<file path="src/rtl/axi2wb_pkg.sv">
// rtl/axi2wb_pkg.sv - shared types and helpers for the AXI-Lite to Wishbone bridge
package axi2wb_pkg;

  typedef enum logic [2:0] {
    S_IDLE,
    S_WDATA,
    S_WBEAT,
    S_WRSP,
    S_RBEAT,
    S_RRSP
  } state_e;

  localparam logic [1:0] RESP_OKAY   = 2'b00;
  localparam logic [1:0] RESP_SLVERR = 2'b10;

  function automatic logic lane_active(input logic [3:0] strb);
    return |strb;
  endfunction

endpackage

</file>
<file path="src/rtl/wb_tmo_cnt.sv">
// rtl/wb_tmo_cnt.sv - Wishbone ack timeout counter, fires on the TMO-th strobe cycle
module wb_tmo_cnt #(
  parameter int TMO = 255
) (
  input  logic i_clk,
  input  logic i_rst,
  input  logic i_run,
  input  logic i_clear,
  output logic o_expired
);

  if (TMO == 0) begin : g_off
    logic unused_in;
    assign unused_in = ^{i_clk, i_rst, i_run, i_clear};
    assign o_expired = 1'b0;
  end else begin : g_cnt
    localparam int CW = $clog2(TMO + 1);
    logic [CW-1:0] cnt_q, cnt_d;

    assign o_expired = i_run && (cnt_q == CW'(TMO - 1));

    always_comb begin
      cnt_d = cnt_q + 1'b1;
      if (!i_run || i_clear || o_expired) cnt_d = '0;
    end

    always_ff @(posedge i_clk) begin
      if (i_rst) cnt_q <= '0;
      else       cnt_q <= cnt_d;
    end
  end

endmodule

</file>
<file path="src/rtl/axi2wb_wide.sv">
// rtl/axi2wb_wide.sv - AXI4-Lite slave to 32-bit classic Wishbone master, one transaction in flight
module axi2wb_wide
  import axi2wb_pkg::*;
#(
  parameter int AW  = 12,
  parameter int IW  = 1,
  parameter int DW  = 64,
  parameter int TMO = 255
) (
  input  logic            i_clk,
  input  logic            i_rst,
  output logic [AW-3:0]   o_wb_adr,
  output logic [31:0]     o_wb_dat,
  output logic [3:0]      o_wb_sel,
  output logic            o_wb_we,
  output logic            o_wb_cyc,
  output logic            o_wb_stb,
  input  logic [31:0]     i_wb_rdt,
  input  logic            i_wb_ack,
  input  logic            i_wb_err,
  input  logic [AW-1:0]   i_awaddr,
  input  logic [IW-1:0]   i_awid,
  input  logic            i_awvalid,
  output logic            o_awready,
  input  logic [DW-1:0]   i_wdata,
  input  logic [DW/8-1:0] i_wstrb,
  input  logic            i_wvalid,
  output logic            o_wready,
  output logic [IW-1:0]   o_bid,
  output logic [1:0]      o_bresp,
  output logic            o_bvalid,
  input  logic            i_bready,
  input  logic [AW-1:0]   i_araddr,
  input  logic [IW-1:0]   i_arid,
  input  logic            i_arvalid,
  output logic            o_arready,
  output logic [DW-1:0]   o_rdata,
  output logic [IW-1:0]   o_rid,
  output logic [1:0]      o_rresp,
  output logic            o_rlast,
  output logic            o_rvalid,
  input  logic            i_rready
);

  localparam int NB = DW / 32;

  state_e           state_q;
  logic             awready_q, wready_q, arready_q, bvalid_q, rvalid_q;
  logic [1:0]       bresp_q, rresp_q;
  logic [IW-1:0]    bid_q, rid_q;
  logic [AW-1:2]    addr_q;
  logic [DW-1:0]    wdata_q, rdata_q;
  logic [DW/8-1:0]  wstrb_q;
  logic [NB-1:0]    pend_q;
  logic             k_q;
  logic             cyc_q, stb_q, we_q, err_q, last_wr_q;
  logic [3:0]       sel_q;
  logic [AW-3:0]    adr_q;
  logic [31:0]      dat_q;

  function automatic logic first_lane(input logic [NB-1:0] m);
    logic r;
    r = 1'b0;
    for (int i = NB - 1; i >= 0; i--) if (m[i]) r = i[0];
    return r;
  endfunction

  function automatic logic [AW-3:0] beat_adr(input logic [AW-1:2] a, input logic k);
    return (NB == 2) ? {a[AW-1:3], k} : a;
  endfunction

  logic [NB-1:0] in_act, rem_mask;
  logic [AW-1:2] wr_addr;
  logic          wr_hs, wr_k, nxt_k, tmo_exp, beat_ack, beat_done, beat_err;
  logic          unused_addr;

  always_comb begin
    in_act = '0;
    for (int i = 0; i < NB; i++) in_act[i] = lane_active(i_wstrb[4*i +: 4]);
  end

  assign unused_addr = ^{i_awaddr[1:0], i_araddr[1:0]};
  assign wr_addr     = (state_q == S_IDLE) ? i_awaddr[AW-1:2] : addr_q;
  assign wr_hs       = wready_q && (state_q == S_IDLE || state_q == S_WDATA);
  assign wr_k        = first_lane(in_act);
  assign rem_mask    = pend_q & ~(NB'(1) << k_q);
  assign nxt_k       = first_lane(rem_mask);
  assign beat_ack    = i_wb_ack | i_wb_err;
  assign beat_done   = stb_q && (beat_ack || tmo_exp);
  // err wins over a simultaneous ack; no ack/err at all means the beat timed out
  assign beat_err    = i_wb_err || !beat_ack;

  wb_tmo_cnt #(.TMO(TMO)) u_tmo (
    .i_clk    (i_clk),
    .i_rst    (i_rst),
    .i_run    (stb_q),
    .i_clear  (beat_ack),
    .o_expired(tmo_exp)
  );

  always_ff @(posedge i_clk) begin
    if (i_rst) begin
      state_q   <= S_IDLE;
      awready_q <= 1'b0;
      wready_q  <= 1'b0;
      arready_q <= 1'b0;
      bvalid_q  <= 1'b0;
      rvalid_q  <= 1'b0;
      bresp_q   <= RESP_OKAY;
      rresp_q   <= RESP_OKAY;
      bid_q     <= '0;
      rid_q     <= '0;
      addr_q    <= '0;
      wdata_q   <= '0;
      wstrb_q   <= '0;
      rdata_q   <= '0;
      pend_q    <= '0;
      k_q       <= 1'b0;
      cyc_q     <= 1'b0;
      stb_q     <= 1'b0;
      we_q      <= 1'b0;
      sel_q     <= '0;
      adr_q     <= '0;
      dat_q     <= '0;
      err_q     <= 1'b0;
      last_wr_q <= 1'b0;
    end else begin
      case (state_q)
        S_IDLE: begin
          if (awready_q) begin
            awready_q <= 1'b0;
            wready_q  <= 1'b0;
            addr_q    <= i_awaddr[AW-1:2];
            bid_q     <= i_awid;
            if (!wready_q) state_q <= S_WDATA;
          end else if (arready_q) begin
            arready_q <= 1'b0;
            addr_q    <= i_araddr[AW-1:2];
            rid_q     <= i_arid;
            pend_q    <= '1;
            k_q       <= 1'b0;
            adr_q     <= beat_adr(i_araddr[AW-1:2], 1'b0);
            sel_q     <= 4'hF;
            we_q      <= 1'b0;
            cyc_q     <= 1'b1;
            stb_q     <= 1'b1;
            state_q   <= S_RBEAT;
          end else if (i_awvalid && (!i_arvalid || !last_wr_q)) begin
            awready_q <= 1'b1;
            wready_q  <= i_wvalid;
          end else if (i_arvalid) begin
            arready_q <= 1'b1;
          end
        end
        S_WDATA: begin
          if (wready_q)      wready_q <= 1'b0;
          else if (i_wvalid) wready_q <= 1'b1;
        end
        S_WBEAT, S_RBEAT: begin
          if (!stb_q) begin
            cyc_q <= 1'b1;
            stb_q <= 1'b1;
          end else if (beat_done) begin
            stb_q <= 1'b0;
            if (beat_err)  err_q <= 1'b1;
            if (!beat_ack) cyc_q <= 1'b0;
            if (state_q == S_RBEAT) rdata_q[32*k_q +: 32] <= beat_ack ? i_wb_rdt : 32'h0;
            if (rem_mask == '0) begin
              cyc_q <= 1'b0;
              we_q  <= 1'b0;
              sel_q <= '0;
              if (state_q == S_WBEAT) begin
                bvalid_q <= 1'b1;
                bresp_q  <= (err_q || beat_err) ? RESP_SLVERR : RESP_OKAY;
                state_q  <= S_WRSP;
              end else begin
                rvalid_q <= 1'b1;
                rresp_q  <= (err_q || beat_err) ? RESP_SLVERR : RESP_OKAY;
                state_q  <= S_RRSP;
              end
            end else begin
              pend_q <= rem_mask;
              k_q    <= nxt_k;
              adr_q  <= beat_adr(addr_q, nxt_k);
              if (state_q == S_WBEAT) begin
                sel_q <= wstrb_q[4*nxt_k +: 4];
                dat_q <= wdata_q[32*nxt_k +: 32];
              end
            end
          end
        end
        S_WRSP: begin
          if (i_bready) begin
            bvalid_q  <= 1'b0;
            err_q     <= 1'b0;
            last_wr_q <= 1'b1;
            state_q   <= S_IDLE;
          end
        end
        S_RRSP: begin
          if (i_rready) begin
            rvalid_q  <= 1'b0;
            err_q     <= 1'b0;
            last_wr_q <= 1'b0;
            state_q   <= S_IDLE;
          end
        end
        default: state_q <= S_IDLE;
      endcase

      // W handshake launches the first active lane, or answers at once if no strobes
      if (wr_hs) begin
        wdata_q <= i_wdata;
        wstrb_q <= i_wstrb;
        if (|in_act) begin
          pend_q  <= in_act;
          k_q     <= wr_k;
          adr_q   <= beat_adr(wr_addr, wr_k);
          sel_q   <= i_wstrb[4*wr_k +: 4];
          dat_q   <= i_wdata[32*wr_k +: 32];
          we_q    <= 1'b1;
          cyc_q   <= 1'b1;
          stb_q   <= 1'b1;
          state_q <= S_WBEAT;
        end else begin
          bvalid_q <= 1'b1;
          bresp_q  <= RESP_OKAY;
          state_q  <= S_WRSP;
        end
      end
    end
  end

  assign o_wb_adr  = adr_q;
  assign o_wb_dat  = dat_q;
  assign o_wb_sel  = sel_q;
  assign o_wb_we   = we_q;
  assign o_wb_cyc  = cyc_q;
  assign o_wb_stb  = stb_q;
  assign o_awready = awready_q;
  assign o_wready  = wready_q;
  assign o_arready = arready_q;
  assign o_bid     = bid_q;
  assign o_bresp   = bresp_q;
  assign o_bvalid  = bvalid_q;
  assign o_rdata   = rdata_q;
  assign o_rid     = rid_q;
  assign o_rresp   = rresp_q;
  assign o_rlast   = 1'b1;
  assign o_rvalid  = rvalid_q;

endmodule

</file>
<file path="config.mk">
export PLATFORM = sky130hd
export DESIGN_NAME = axi2wb_wide
export DESIGN_NICKNAME = d
export VERILOG_FILES = /design/src/rtl/axi2wb_pkg.sv /design/src/rtl/wb_tmo_cnt.sv /design/src/rtl/axi2wb_wide.sv
export SDC_FILE = /design/constraint.sdc
export NUM_CORES = 1
export LEC_CHECK = 0
export ABC_AREA = 1
export BUFFER_PORTS_ARGS = -buffer_cell sky130_fd_sc_hd__buf_2
export CAP_MARGIN = 40
export CELL_PAD_IN_SITES_DETAIL_PLACEMENT = 1
export CELL_PAD_IN_SITES_GLOBAL_PLACEMENT = 1
export CORE_MARGIN = 3
export CORE_UTILIZATION = 41
export CTS_BUF_LIST = sky130_fd_sc_hd__clkbuf_4 sky130_fd_sc_hd__clkbuf_8
export CTS_CLUSTER_DIAMETER = 120
export CTS_CLUSTER_SIZE = 30
export DETAILED_ROUTE_END_ITERATION = 7
export GPL_TIMING_DRIVEN = 0
export PLACE_DENSITY_LB_ADDON = 0.08
export SETUP_SLACK_MARGIN = 0.1
export SLEW_MARGIN = 20
export SYNTH_ARGS = -nofsm -noshare
export SYNTH_HDL_FRONTEND = slang
export SYNTH_SLANG_ARGS = --single-unit
</file>
<file path="constraint.sdc">
create_clock -name i_clk -period 3.4 [get_ports i_clk]
set_input_delay 0.34 -clock i_clk [delete_from_list [all_inputs] [get_ports i_clk]]
set_output_delay 0.34 -clock i_clk [all_outputs]
set_load 0.01 [all_outputs]
</file>
## Word level (Yosys, flattened, before mapping)

Cells that the tools add are included.

| storage, ports and cells | value |
|---|---|
| flip-flop bits (word level) | 222 |
| bits of input ports | 139 |
| output and inout bits | 125 |
| word-level logic and storage cells | 226 |

| cells by class | value |
|---|---|
| add/sub/neg operators | 2 |
| equality and inequality tests | 23 |
| shift-type cells | 7 |
| muxes and demuxes | 126 |
| bitwise logic cells | 5 |
| reductions and logical operators | 38 |

Operator list:

| operator | count |
|---|---|
| $mux 32 | 8 |
| $shiftx 64x7->32 | 2 |
| $mux 10 | 10 |
| $bwmux 64 | 1 |
| $shift 32x34->64 const A | 1 |
| $shiftx 32x34->64 | 1 |
| $mux 1 | 61 |
| $neg 6->34 | 1 |
| $mux 4 | 8 |
| $mux 2 | 15 |
| $mux 3 | 10 |
| $pmux 10 s2 | 1 |
| $ne 3x3->1 const B | 6 |
| $ne 2x2->1 const B | 8 |
| $pmux 1 s2 | 8 |
| $shiftx 8x4->4 | 2 |
| $pmux 3 s5 | 1 |
| $reduce_and 6->1 | 2 |
| $reduce_and 3->1 | 3 |
| $add 8x1->8 const B | 1 |
| $eq 8x8->1 const B | 1 |
| $ne 4x4->1 const B | 2 |
| $pmux 4 s2 | 1 |
| $reduce_and 8->1 | 1 |
| other kinds (24) | 46 |

## Longest topological paths before layout

Gate-level depths: netlist (run 1).

| logic depth | value |
|---|---|
| depth after elaboration | 13 |
| mapped depth | 12 |
| mapped depth without buffers | 12 |

## By module

From an unflattened synthesis (run 1), not the netlist that was laid out.

| second synthesis, totals | value |
|---|---|
| cell total of the unflattened synthesis | 1462 |
| area, all modules | 10098.4 um^2 |

Modules (own cells, without submodules):

| module | instances | cells each | area an instance (um^2) | sequential area each (um^2) |
|---|---|---|---|---|
| axi2wb_wide | 1 | 1412 | 9724.3 | 4244.1 |
| wb_tmo_cnt | 1 | 50 | 374.1 | 160.2 |

## Worst setup path before layout (run 1)

Ideal clock, no wire load.

| timing path | value |
|---|---|
| kind | register to register |
| from | register u_tmo.g_cnt.cnt_q[0] |
| to | register dat_q[23], in the netlist o_wb_dat[23] |
| setup time | 0.132 ns |
| arrival time | 1.487 ns |
| data required time | 3.268 ns |
| setup slack | 1.781 ns |
| cell stages (with the launch flop) | 12 |
| path buffers | 2 |
| period minus slack after synthesis | 1.619 ns |
| cell sequence | dfxtp_1 -> inv_1 -> ha_1 -> nand2_1 -> nor2_1 -> nand2_1 -> a21oi_4 -> buf_4 -> buf_2 -> nand3b_1 -> nand3_1 -> a21oi_1 |

| between the ends | value |
|---|---|
| cells in the longest elaborated chain, start to end | 9 |

RTL lines:

| item | line | source |
|---|---|---|
| from (decl) | wb_tmo_cnt.sv:18 | `logic [CW-1:0] cnt_q, cnt_d;` |
| from (signal assigned) | wb_tmo_cnt.sv:29 | `else cnt_q <= cnt_d;` |
| $eq 8x8->1 * | wb_tmo_cnt.sv:20 | `assign o_expired = i_run && (cnt_q == CW'(TMO - 1));` |
| $logic_and 1x1->1 * | wb_tmo_cnt.sv:20 |  |
| $logic_or 1x1->1 * | axi2wb_wide.sv:89 | `assign beat_done = stb_q && (beat_ack \|\| tmo_exp);` |
| $logic_and 1x1->1 * | axi2wb_wide.sv:89 |  |
| $mux 32 * | axi2wb_wide.sv:163 | `end else if (beat_done) begin` |
| $mux 32 * | axi2wb_wide.sv:160 | `if (!stb_q) begin` |
| $mux 32 * | axi2wb_wide.sv:128 | `case (state_q)` |
| $mux 32 | axi2wb_wide.sv:215 | `if (\|in_act) begin` |
| $mux 32 * | axi2wb_wide.sv:212 | `if (wr_hs) begin` |
| to (signal assigned) | axi2wb_wide.sv:187 | `dat_q <= wdata_q[32*nxt_k +: 32];` |
| to (signal assigned) | axi2wb_wide.sv:220 | `dat_q <= i_wdata[32*wr_k +: 32];` |
| to (decl) | axi2wb_wide.sv:59 | `logic [31:0] dat_q;` |

Every way passes the cells marked *; elsewhere a longest branch is shown, timed or not.
A chain may end at the register's enable or synchronous reset.

## Worst setup path in the final report (run 1)

| timing path | value |
|---|---|
| from | register state_q[1] |
| to | register adr_q[6], in the netlist o_wb_adr[6] |

| between the ends | value |
|---|---|
| cells in the longest elaborated chain, start to end | 5 |
| elaborated cells on any way between the ends | 11 |
| those cells by class | eq/ne: 3; mux: 4; reduce/logical: 4 |

RTL lines:

| item | line | source |
|---|---|---|
| from (decl) | axi2wb_wide.sv:47 | `state_e state_q;` |
| from (signal assigned) | axi2wb_wide.sv:103 | `state_q <= S_IDLE;` |
| from (signal assigned) | axi2wb_wide.sv:135 | `if (!wready_q) state_q <= S_WDATA;` |
| from (signal assigned) | axi2wb_wide.sv:147 | `state_q <= S_RBEAT;` |
| $eq 3x3->1 / $eq 3x2->1 (equally long branches) | axi2wb_wide.sv:128 |  |
| $reduce_or 2->1 | axi2wb_wide.sv:128 |  |
| $pmux 10 s2 | axi2wb_wide.sv:128 |  |
| $mux 10 | axi2wb_wide.sv:215 |  |
| $mux 10 * | axi2wb_wide.sv:212 |  |
| to (signal assigned) | axi2wb_wide.sv:142 | `adr_q <= beat_adr(i_araddr[AW-1:2], 1'b0);` |
| to (signal assigned) | axi2wb_wide.sv:184 | `adr_q <= beat_adr(addr_q, nxt_k);` |
| to (signal assigned) | axi2wb_wide.sv:218 | `adr_q <= beat_adr(wr_addr, wr_k);` |
| to (decl) | axi2wb_wide.sv:58 | `logic [AW-3:0] adr_q;` |

Marks and branches as above.

==> out/results.ini, run 1 <==
[status]
status=finished, final reports clean

[critical_path]
critPathBufInv=4
cp_data_required_time_ps=3820
crit_family=buffers and inverters
start_kind=flip-flop
cp_slowest_cell=dfxtp_1
cp.arrival_ps=2650
worstPathCellList=inv_2, nand3_1, inv_2, nand2_1, nand2_2, inv_2, buf_2, o21ai_0, a21oi_1, a21oi_1
slowest_delay_ps=510
endpoint_kind=flip-flop
critPathKind=reg2reg
crit_top_cell=inv_2
critPathMaxFanout=10

[sta]
final_max_slew_viol_count=0
min_period_over_period_pct=65.8
hold_violations=0
period_minus_slack_ps=2240
setup_tns_ps=0
fmax_ghz=0.447
final-setup-viol-count=0
tightest_slew_ps=789
slew-limit-headroom_pct=47.4
grt_setup_unrepaired=no
finClkSkew_ps=30.7

[synthesis]
synth_area_leaders=dfxtp_1, o21ai_0, a21oi_1, nand2_1, inv_1
seq_area_frac_synth_pct=43.4
yosysWarnings=0
synth_top_area_share_pct=43.4
syn-instance-count=1455
synthDistinctLibCells=33
ys_seq_elements=220
synthesis.nets=1596
synthesis.area_um2=10200
synth_top_area_cell=dfxtp_1
synth.avg_cell_area_um2=6.98

[power]
p_sw_uw=3570
p_total_uw=8180
pwr-share-seq_pct=42.0
sw_frac_of_total_pct=43.7
clkPwrFrac_pct=14.9
combPwrFrac_pct=43.1
power.internal_uw=4610
p_leak_uw=0.00531
p_per_area_nw_per_um2=681
ir_worst_vdd_v=0.000322

[clock_tree]
clk_pin_slew_ps=180
cts_resized=0
cts_root_buf=clkbuf_8
cts.sinks=220
htree_levels=1
hold_buffers=0
post_cts.repair.setup_buffers=0
clockBufferDepth=3
clk_latency_ps=530
cts-buffers-inserted=11
cts_tree=yes

[drt]
wl_per_cell_um=18.3
vias_per_cell=5.29
vias=10800
wirelength_um=37400
drc=0
drtIter0Drc=804
drtPass1Iterations=5
ant_nets=0

[layout]
final_net_count=1863
drive_above_1_share_pct=18.7
fillers=3284
regArea_um2=4400
multiInputGateArea_um2=4540
area_delta_synth_final_pct=18.4
fin_util_pct=50.3

[die]
core_um2=23900
io_pins=264
start_util_pct=42.5
die_w_um=163
fp.dieH_um=163
placementRows=56
die_area_um2=26700

[global_route]
track_usage_pct=27.0
grt_pass1_vias=10800
grt_max_degree=31
antenna_found_initial=1
grt_first_pass_wirelength_um=57800
grt_overflow=0

[placement]
io_buffer_count=254
dp_hpwl_um=28200
gp_congestion=0.897

[job]
cap_violations=0

[hold_path]
hp-class=in2reg

==> flip-flops by register name, indices dropped and copies added, names as in the netlist, 2 cells and up <==
signal,flops
o_rdata,64
state_q,3
u_tmo.g_cnt.cnt_q,8
o_wb_sel,4
addr_q,9
wdata_q,64
o_bresp,2
pend_q,2
wstrb_q,8
o_wb_dat,32
o_wb_adr,10
==> cell usage in the layout, fill, tap and decap left out, types with 2 or more instances in the layout <==
cell	Yosys	final
nor2_1	160	160
a31oi_1	6	6
nand4_1	33	33
o211ai_1	3	3
inv_1	200	200
buf_2	29	283
nor2_2	2	2
nand2_2	4	4
a211oi_1	21	21
nand2_1	201	201
xor2_1	3	3
clkbuf_1	59	59
nand3_2	2	2
a22oi_1	32	32
clkbuf_8	0	12
buf_1	4	4
conb_1	2	2
ha_1	2	2
a21oi_1	171	171
o21ai_0	180	180
inv_2	6	6
dfxtp_1	220	220
buf_4	8	8
nor3_1	4	4
nand3_1	63	63
nand3b_1	32	32
==> through the flow <==
step / std cells / area (um2) / hold WS, ps / setup WS [ps]
final: 2043 / 12000 / 29.8 / 1160
after global routing: 2043 / 12000 / 34.2 / 964
after CTS: 2042 / 12000 / 8.21 / 1150
after detailed placement: 2028 / 11800 / 434 / 937
after global placement: 2028 / 11800 / 431 / 1010
after floorplan: 1455 / 10200 / 425 / 1780
==> cell families (layout without fill, tap and decap cells) <==
| kind of cell | Yosys count | count (layout) | synth area share, % |
|---|---|---|---|
| other cells | 2 | 3 | 0.0740 |
| compound gates | 416 | 416 | 22.1 |
| xor+xnor | 4 | 4 | 0.345 |
| simple gates | 505 | 505 | 21.9 |
| flops | 220 | 220 | 43.4 |
| buf+inv | 306 | 574 | 12.0 |
| fa+ha+maj | 2 | 2 | 0.246 |
==> layout make-up <==
type                       count  area share (%)
antenna                        1          0.0208
tap                          319            3.32
clock inverter                 1           0.167
multi-input combinational    929            37.7
clock buffer                  13            1.44
inverter                     206            6.43
timing repair buffer         254            10.6
buffer                       100            3.67
sequential                   220            36.6
==> worst register-to-register path: stages (launching register included) <==
cell	delay, ps
dfxtp_1	510
inv_2	90
nand3_1	180
inv_2	70
nand2_1	190
nand2_2	140
inv_2	260
buf_2	330
o21ai_0	140
a21oi_1	140
a21oi_1	80
==> path summary, 6_finish.rpt <==
kind              depth (start not counted)          end  slack (ps)        start
setup / recovery                         10  o_wb_adr[6]        1160   state_q[1]
hold / removal                            3        o_rid          30       i_arid
setup reg to reg                         10  o_wb_adr[6]        1160   state_q[1]
hold reg to reg                           2  o_rdata[15]         450  o_rdata[15]
==> cells in the mapped netlist <==
cell	n
dfxtp_1	220
nand2_1	201
inv_1	200
o21ai_0	180
a21oi_1	171
nor2_1	160
nand3_1	63
clkbuf_1	59
nand4_1	33
a22oi_1	32
nand3b_1	32
buf_2	29
a211oi_1	21
buf_4	8
a31oi_1	6
inv_2	6
buf_1	4
nand2_2	4
nor3_1	4
o211ai_1	3
xor2_1	3
conb_1	2
ha_1	2
nand3_2	2
nor2_2	2
a21boi_0	1
a21oi_4	1
and2_1	1
nor2_4	1
nor4_1	1
o21ai_1	1
or2_2	1
xnor2_1	1
==> power by group through the flow <==
stage / clock network (uW) / registers [uW] / logic [uW]
floorplan: 0 / 3520 / 2190
global placement: 0 / 3470 / 3410
detailed placement: 0 / 3500 / 3500
CTS: 1240 / 3440 / 3520
global route: 1320 / 3510 / 3950
finish: 1220 / 3440 / 3530
==> routing by layer <==
| layer | track usage, % | part of all wire, % | up-vias |
|---|---|---|---|
| li1 | - | - | 5269 |
| met1 | 37.7 | 46 | 5149 |
| met2 | 45.7 | 46 | 347 |
| met3 | 2.69 | 6.4 | 43 |
| met4 | 5.34 | 1.6 | 0 |
| met5 | 0 | 0 | - |
No activity file was read; power rests on OpenSTA's default activity.
==> run 2, diff against run 1 <==
--- a/config.mk
+++ b/config.mk
@@ -5,13 +5,13 @@
 export SDC_FILE = /design/constraint.sdc
 export NUM_CORES = 1
 export LEC_CHECK = 0
-export ABC_AREA = 1
+export ABC_AREA = 0
 export BUFFER_PORTS_ARGS = -buffer_cell sky130_fd_sc_hd__buf_2
 export CAP_MARGIN = 40
 export CELL_PAD_IN_SITES_DETAIL_PLACEMENT = 1
 export CELL_PAD_IN_SITES_GLOBAL_PLACEMENT = 1
 export CORE_MARGIN = 3
-export CORE_UTILIZATION = 41
+export CORE_UTILIZATION = 35
 export CTS_BUF_LIST = sky130_fd_sc_hd__clkbuf_4 sky130_fd_sc_hd__clkbuf_8
 export CTS_CLUSTER_DIAMETER = 120
 export CTS_CLUSTER_SIZE = 30
==> constraint.sdc (replaced) <==
create_clock -name i_clk -period 1.8 [get_ports i_clk]
set_input_delay 0.18 -clock i_clk [delete_from_list [all_inputs] [get_ports i_clk]]
set_output_delay 0.18 -clock i_clk [all_outputs]
set_load 0.01 [all_outputs]
==> run 2 against run 1 <==
The flow now finishes with violations (setup timing); clock skew rose by 7.0 ps; register-to-register slack worse by 1400 ps; sequential share of layout area decreased by 9.2 points; critical endpoint is now o_wb_adr[2]; routed wire length increased by 17%.
==> out/results.ini, run 2 <==
[die]
start_util_pct=35.7
die_w_um=172
fp.dieH_um=172
core_um2=27000
die_area_um2=29600
placementRows=60
io_pins=264

[critical_path]
critPathMaxFanout=6
slowest_delay_ps=400
cp_data_required_time_ps=2290
endpoint_kind=flip-flop
worstPathCellList=buf_8, or3b_4, buf_12, a21oi_4, buf_6, a221oi_2, a221o_1, a21oi_2
cp_slowest_cell=or3b_4
start_kind=flip-flop
cp.arrival_ps=2490
reg2regPathDepth=8
critPathKind=reg2reg

[synthesis]
yosysMostFrequentCell=nand2_1
ys_seq_elements=220
synthArstFlopShare_pct=0
synthDistinctLibCells=60
synthesis.area_um2=9650
syn-instance-count=1204
netlist_top_cells_count=nand2_1, dfxtp_1, a21oi_1, nand3_1, clkbuf_1
synth_top_area_share_pct=45.6
synth_ff_type=dfxtp_1
seq_area_frac_synth_pct=45.6
synth_area_leaders=dfxtp_1, nand2_1, a21oi_1, mux2i_1, nand3_1
synth_top_area_cell=dfxtp_1
synthesis.nets=1345
yosysWarnings=0
synth.avg_cell_area_um2=8.01
synth_edf_count=0

[clock_tree]
cts.sinks=220
clockBufferDepth=3
clk_latency_ps=570
cts_root_buf=clkbuf_8
htree_levels=1
clk_pin_slew_ps=190
cts-buffers-inserted=11
cts_tree=yes

[drt]
drc=0
vias=11000
ant_nets=0
drtPass1Iterations=5
vias_per_cell=5.42
drtIter0Drc=689
wirelength_um=43700
wl_per_cell_um=21.5

[sta]
tightest_slew_ps=1010
grt_setup_unrepaired=yes
slew-limit-headroom_pct=32.5
final_max_slew_viol_count=0
setup_ws_ps=-200
fmax_ghz=0.500
final-setup-viol-count=120
hold_violations=0
finClkSkew_ps=37.7
period_minus_slack_ps=2000
whs_ps=4.64
min_period_over_period_pct=111

[power]
power.internal_uw=11100
sw_frac_of_total_pct=41.0
clkPwrFrac_pct=12.1
p_leak_uw=0.00659
pwr-share-seq_pct=33.7
ir_worst_vdd_v=0.000584
p_per_area_nw_per_um2=1170
p_sw_uw=7720
combPwrFrac_pct=54.2

[layout]
fillers=3089
drive_above_1_share_pct=42.6
final_common_cell=buf_2
multiInputGateArea_um2=6190
layout_common_cells=buf_2, nand2_1, dfxtp_1, dlygate4sd3_1, a21oi_2
regArea_um2=4430
area_delta_synth_final_pct=67.3
fin_util_pct=59.7
final_net_count=1832

[global_route]
grt_max_degree=31
grt_pass1_vias=10900
track_usage_pct=25.4
antenna_found_initial=2
grt_first_pass_wirelength_um=60100
grt_overflow=0

[status]
violations=setup timing
status=finished with violations

[job]
cap_violations=0

[placement]
dp_hpwl_um=25900
gp_congestion=0.841
io_buffer_count=255

[hold_path]
hp-class=in2reg
hold_path_depth=3

run 2: cell count changes after synthesis, sizes merged, moves of 33 or more:
cell	previous run	this run
inv	206	7
o21ai	181	19
nor2	163	37
nand2	205	330
mux2i	0	65
o22ai	0	33
run 2: layout make-up:
cell class                      count  share of cell area [%]
Buffer                            104                    7.20
Tap cell                          341                    2.64
Clock inverter                      2                   0.155
Clock buffer                       11                   0.938
Sequential cell                   220                    27.4
Timing Repair Buffer              475                    23.1
Antenna cell                        1                  0.0155
Multi-Input combinational cell    872                    38.3
Inverter                            7                   0.186
run 2: final timing paths:
check | start | endpoint | slack (ps)
max reg2reg | state_q[1] | o_wb_adr[2] | -200
min reg2reg | o_rdata[53] | o_rdata[53] | 460
min | i_wstrb[0] | o_wb_sel[0] | 5
max | state_q[1] | o_wb_adr[2] | -200
run 2: cell families after synthesis:
logic type                 share of synthesized area (%)
and+or+nand+nor                                     21.6
xor gates and xnor gates                           0.545
AOI/OAI and AO/OA                                   20.1
DFF                                                 45.6
buffers and inverters                               5.10
muxes                                               6.74
other                                             0.0778
adders and majority gates                          0.259
run 2: through the flow:
step	setup slack, ps	instances	power (uW)	cell area [um2]	TNS, ps
5_1_grt	-255	2033	19800	16100	-19550
6_report	-200	2033	18800	16100	-11160
3_3_place_gp	-611	1800	12000	11400	-75550
3_5_place_dp	-575	1801	12100	11400	-77220
4_1_cts	-128	1986	16300	14200	-4610
2_1_floorplan	40.9	1204	10100	9730	0
run 2: power groups by stage:
| stage | logic [uW] | clock network, uW | registers, uW |
|---|---|---|---|
| 6_report | 10200 | 2280 | 6350 |
| 5_1_grt | 10800 | 2490 | 6450 |
| 4_1_cts | 7750 | 2340 | 6230 |
| 3_5_place_dp | 5850 | 0 | 6300 |
| 3_3_place_gp | 5770 | 0 | 6260 |
| 2_1_floorplan | 3710 | 0 | 6350 |
run 2: timing repair:
item                                    in CTS  in global routing
hold buffers                               122                  1
resized for setup                          227                351
pin swaps                                   49                139
endpoints found under the setup margin     208                213
hold endpoints to repair                   189                  1
gates cloned                                13                 16
setup buffers                               38                 30
run 2: critical path: cells and delay by family (launching register included):
family | cells | cell delay [ps]
buf+inv | 3 | 450
simple gates | 1 | 400
flops | 1 | 360
compound gates | 4 | 700
run 2: layer usage:
layer / global-route usage (%) / part of all wire [%] / up-vias / routed length (um)
li1: - / - / 5188 / -
met1: 32.7 / 42 / 5426 / 18300
met2: 45.7 / 51 / 333 / 22300
met3: 3.29 / 4.8 / 68 / 2120
met4: 5.31 / 2.4 / 2 / 1050
met5: 0 / 0.030 / - / 13
==> run 3, diff against run 2 <==
--- a/config.mk
+++ b/config.mk
@@ -11,7 +11,7 @@
 export CELL_PAD_IN_SITES_DETAIL_PLACEMENT = 1
 export CELL_PAD_IN_SITES_GLOBAL_PLACEMENT = 1
 export CORE_MARGIN = 3
-export CORE_UTILIZATION = 35
+export CORE_UTILIZATION = 36
 export CTS_BUF_LIST = sky130_fd_sc_hd__clkbuf_4 sky130_fd_sc_hd__clkbuf_8
 export CTS_CLUSTER_DIAMETER = 120
 export CTS_CLUSTER_SIZE = 30
@@ -22,4 +22,5 @@
 export SLEW_MARGIN = 20
 export SYNTH_ARGS = -nofsm -noshare
 export SYNTH_HDL_FRONTEND = slang
+export SYNTH_HIERARCHICAL = 1
 export SYNTH_SLANG_ARGS = --single-unit
==> run 3 against run 2 <==
The run still ends with setup timing left; design area decreased by 7.7%; count of clock-buffer cells in the layout unchanged; register-to-register slack lost 150 ps; synthesized cell count decreased by 6.5%; fmax decreased by 7.1%; hold slack better by 21 ps; largest power group is now sequential cells; critical endpoint is now o_rdata[50]; largest cell class unchanged; die area fell by 3.4%; sequential share of layout area increased by 2.3 points.
==> out/results.ini, run 3 <==
[status]
status=finished with violations
violations=setup timing

[layout]
final_cells=1924
area_delta_synth_final_pct=55.7
final_net_count=1723
final_common_cell=buf_2
fillers=3027
drive_above_1_share_pct=41.3
layout_common_cells=buf_2, dfxtp_1, nand2_1, dlygate4sd3_1, a21oi_1

[synthesis]
yosysMostFrequentCell=nand2_1
synthesis.area_um2=9570
synth_ff_type=dfxtp_1
ys_seq_elements=220
synthArstFlopShare_pct=0
seq_area_frac_synth_pct=46.0
netlist_top_cells_count=nand2_1, dfxtp_1, a21oi_1, nand3_1, clkbuf_1
yosysWarnings=6
synth_edf_count=0
synth_area_leaders=dfxtp_1, nand2_1, a21oi_1, mux2i_1, nand3_1
synth_top_area_share_pct=46.0
synthesis.nets=1267
synthDistinctLibCells=64
syn-instance-count=1126
synth.avg_cell_area_um2=8.50
synth_top_area_cell=dfxtp_1

[drt]
drtPass1Iterations=5
wl_met2_um=20900
vias_per_cell=5.42
ant_nets=0
wirelength_um=41600
wl_met3_um=1670
top_layer=met4
drtIter0Drc=617
met1_length_um=17800
wl_per_cell_um=21.6
vias=10400
drc=0

[placement]
dp.cells=1716
post-place-ws_ps=-501
io_buffer_count=255
gp_congestion=0.819
dp_hpwl_um=25600

[die]
fp.dieH_um=169
die_w_um=169
io_pins=264
start_util_pct=36.6
core_um2=26100
placementRows=59
die_area_um2=28600

[sta]
fmax_ghz=0.464
grt_setup_unrepaired=yes
period_minus_slack_ps=2150
min_period_over_period_pct=120
slew-limit-headroom_pct=44.4
tightest_slew_ps=834
whs_ps=25.2
final-setup-viol-count=123
hold_violations=0
finClkSkew_ps=52.8
setup_ws_ps=-353
final_max_slew_viol_count=0

[critical_path]
critPathBufInv=6
cp_data_required_time_ps=2220
critPathMaxFanout=6
slowest_delay_ps=400
start_kind=flip-flop
worstPathCellList=inv_2, ha_4, nand3_4, nor3_4, buf_4, buf_6, o31ai_4, nor4_4, buf_6, buf_12, buf_16, nand3_1, a21oi_2
crit_top_cell=buf_6
cp.arrival_ps=2570
cp_slowest_cell=o31ai_4
critPathKind=reg2reg
endpoint_kind=flip-flop
crit_family=buffers and inverters

[global_route]
antenna_found_initial=7
grt_overflow=0
track_usage_pct=27.0
grt_first_pass_wirelength_um=62000
grt_max_degree=31
grt_pass1_vias=10900

[clock_tree]
cts-buffers-inserted=11
htree_levels=1
cts_tree=yes
cts.sinks=220
clockBufferDepth=3
clk_pin_slew_ps=180
cts_root_buf=clkbuf_8
clk_latency_ps=550

[power]
p_leak_uw=0.00567
ir_worst_vdd_v=0.000604
p_per_area_nw_per_um2=907

[hold_path]
hp-class=in2reg

[job]
cap_violations=0

==> run 3: worst register-to-register path, delay by kind of cell (launching register included) <==
kind | cells | cell delay, ps
buffers and inverters | 6 | 710
flip-flops | 1 | 380
AO/OA/AOI/OAI | 2 | 480
adder cells (fa/ha/maj) | 1 | 160
AND/OR/NAND/NOR | 4 | 310
==> run 3: worst paths after layout <==
kind | slack [ps] | startpoint | cells past startpoint | to
setup / recovery | -350 | u_tmo/g_cnt.cnt_q[0] | 13 | o_rdata[50]
hold reg to reg | 470 | wdata_q[44] | 2 | wdata_q[44]
setup reg to reg | -350 | u_tmo/g_cnt.cnt_q[0] | 13 | o_rdata[50]
hold / removal | 30 | i_awaddr[10] | 3 | addr_q[10]
==> run 3: timing repair <==
| item | CTS | global route |
|---|---|---|
| pin swaps | 165 | 54 |
| resized for setup | 241 | 129 |
| buffers inserted | 36 | 14 |
| hold endpoints to repair | 198 | 0 |
| setup endpoints to repair | 210 | 203 |
| hold buffers | 126 | 0 |
| gates cloned | 11 | 1 |
==> run 3: layout make-up <==
| cell class | count | area, um2 | share of cell area, % |
|---|---|---|---|
| clock buffer | 11 | 151 | 1.02 |
| multi-input combinational | 797 | 5640 | 37.8 |
| sequential | 220 | 4430 | 29.7 |
| inverter | 10 | 41.3 | 0.277 |
| timing repair buffer | 443 | 3320 | 22.3 |
| clock inverter | 2 | 46.3 | 0.310 |
| antenna | 7 | 17.5 | 0.117 |
| tap | 335 | 419 | 2.81 |
| buffer | 99 | 836 | 5.61 |
==> run 3: stage by stage <==
stage | area, um2 | utilization [%] | total power [uW] | setup TNS [ps]
after floorplan | 9690 | - | 8410 | -753
after global placement | 11400 | 43.6 | 9840 | -58580
after detailed placement | 11400 | 43.6 | 9910 | -67820
after CTS | 14400 | 54.9 | 13200 | -32340
after global routing | 14900 | 57.1 | 14200 | -38870
final | 14900 | 57.1 | 13500 | -28380
==> run 3: per-layer routing <==
metal  vias up  track usage (%)
met5         -                0
met4         0             9.00
met3        83             3.46
met2       308             46.9
met1      5123             34.7
li1       4909                -
==> run 3: power by group <==
part / total, uW / switching (uW) / internal [uW]
Combinational: 5200 / 2920 / 2270
Sequential: 5950 / 464 / 5490
Clock: 2380 / 1640 / 736
Total: 13500 / 5030 / 8500
==> run 3: logic make-up (layout without fill, tap and decap cells) <==
logic type	count (synthesis)	count (layout)	share of synthesized area, %
AO/OA/AOI/OAI	305	305	20.0
XOR/XNOR	5	5	0.457
adder cells (fa/ha/maj)	2	2	0.261
buffers and inverters	109	565	5.24
flip-flops	220	220	46.0
multiplexers	80	80	8.81
other	2	9	0.0784
AND/OR/NAND/NOR	403	403	19.2
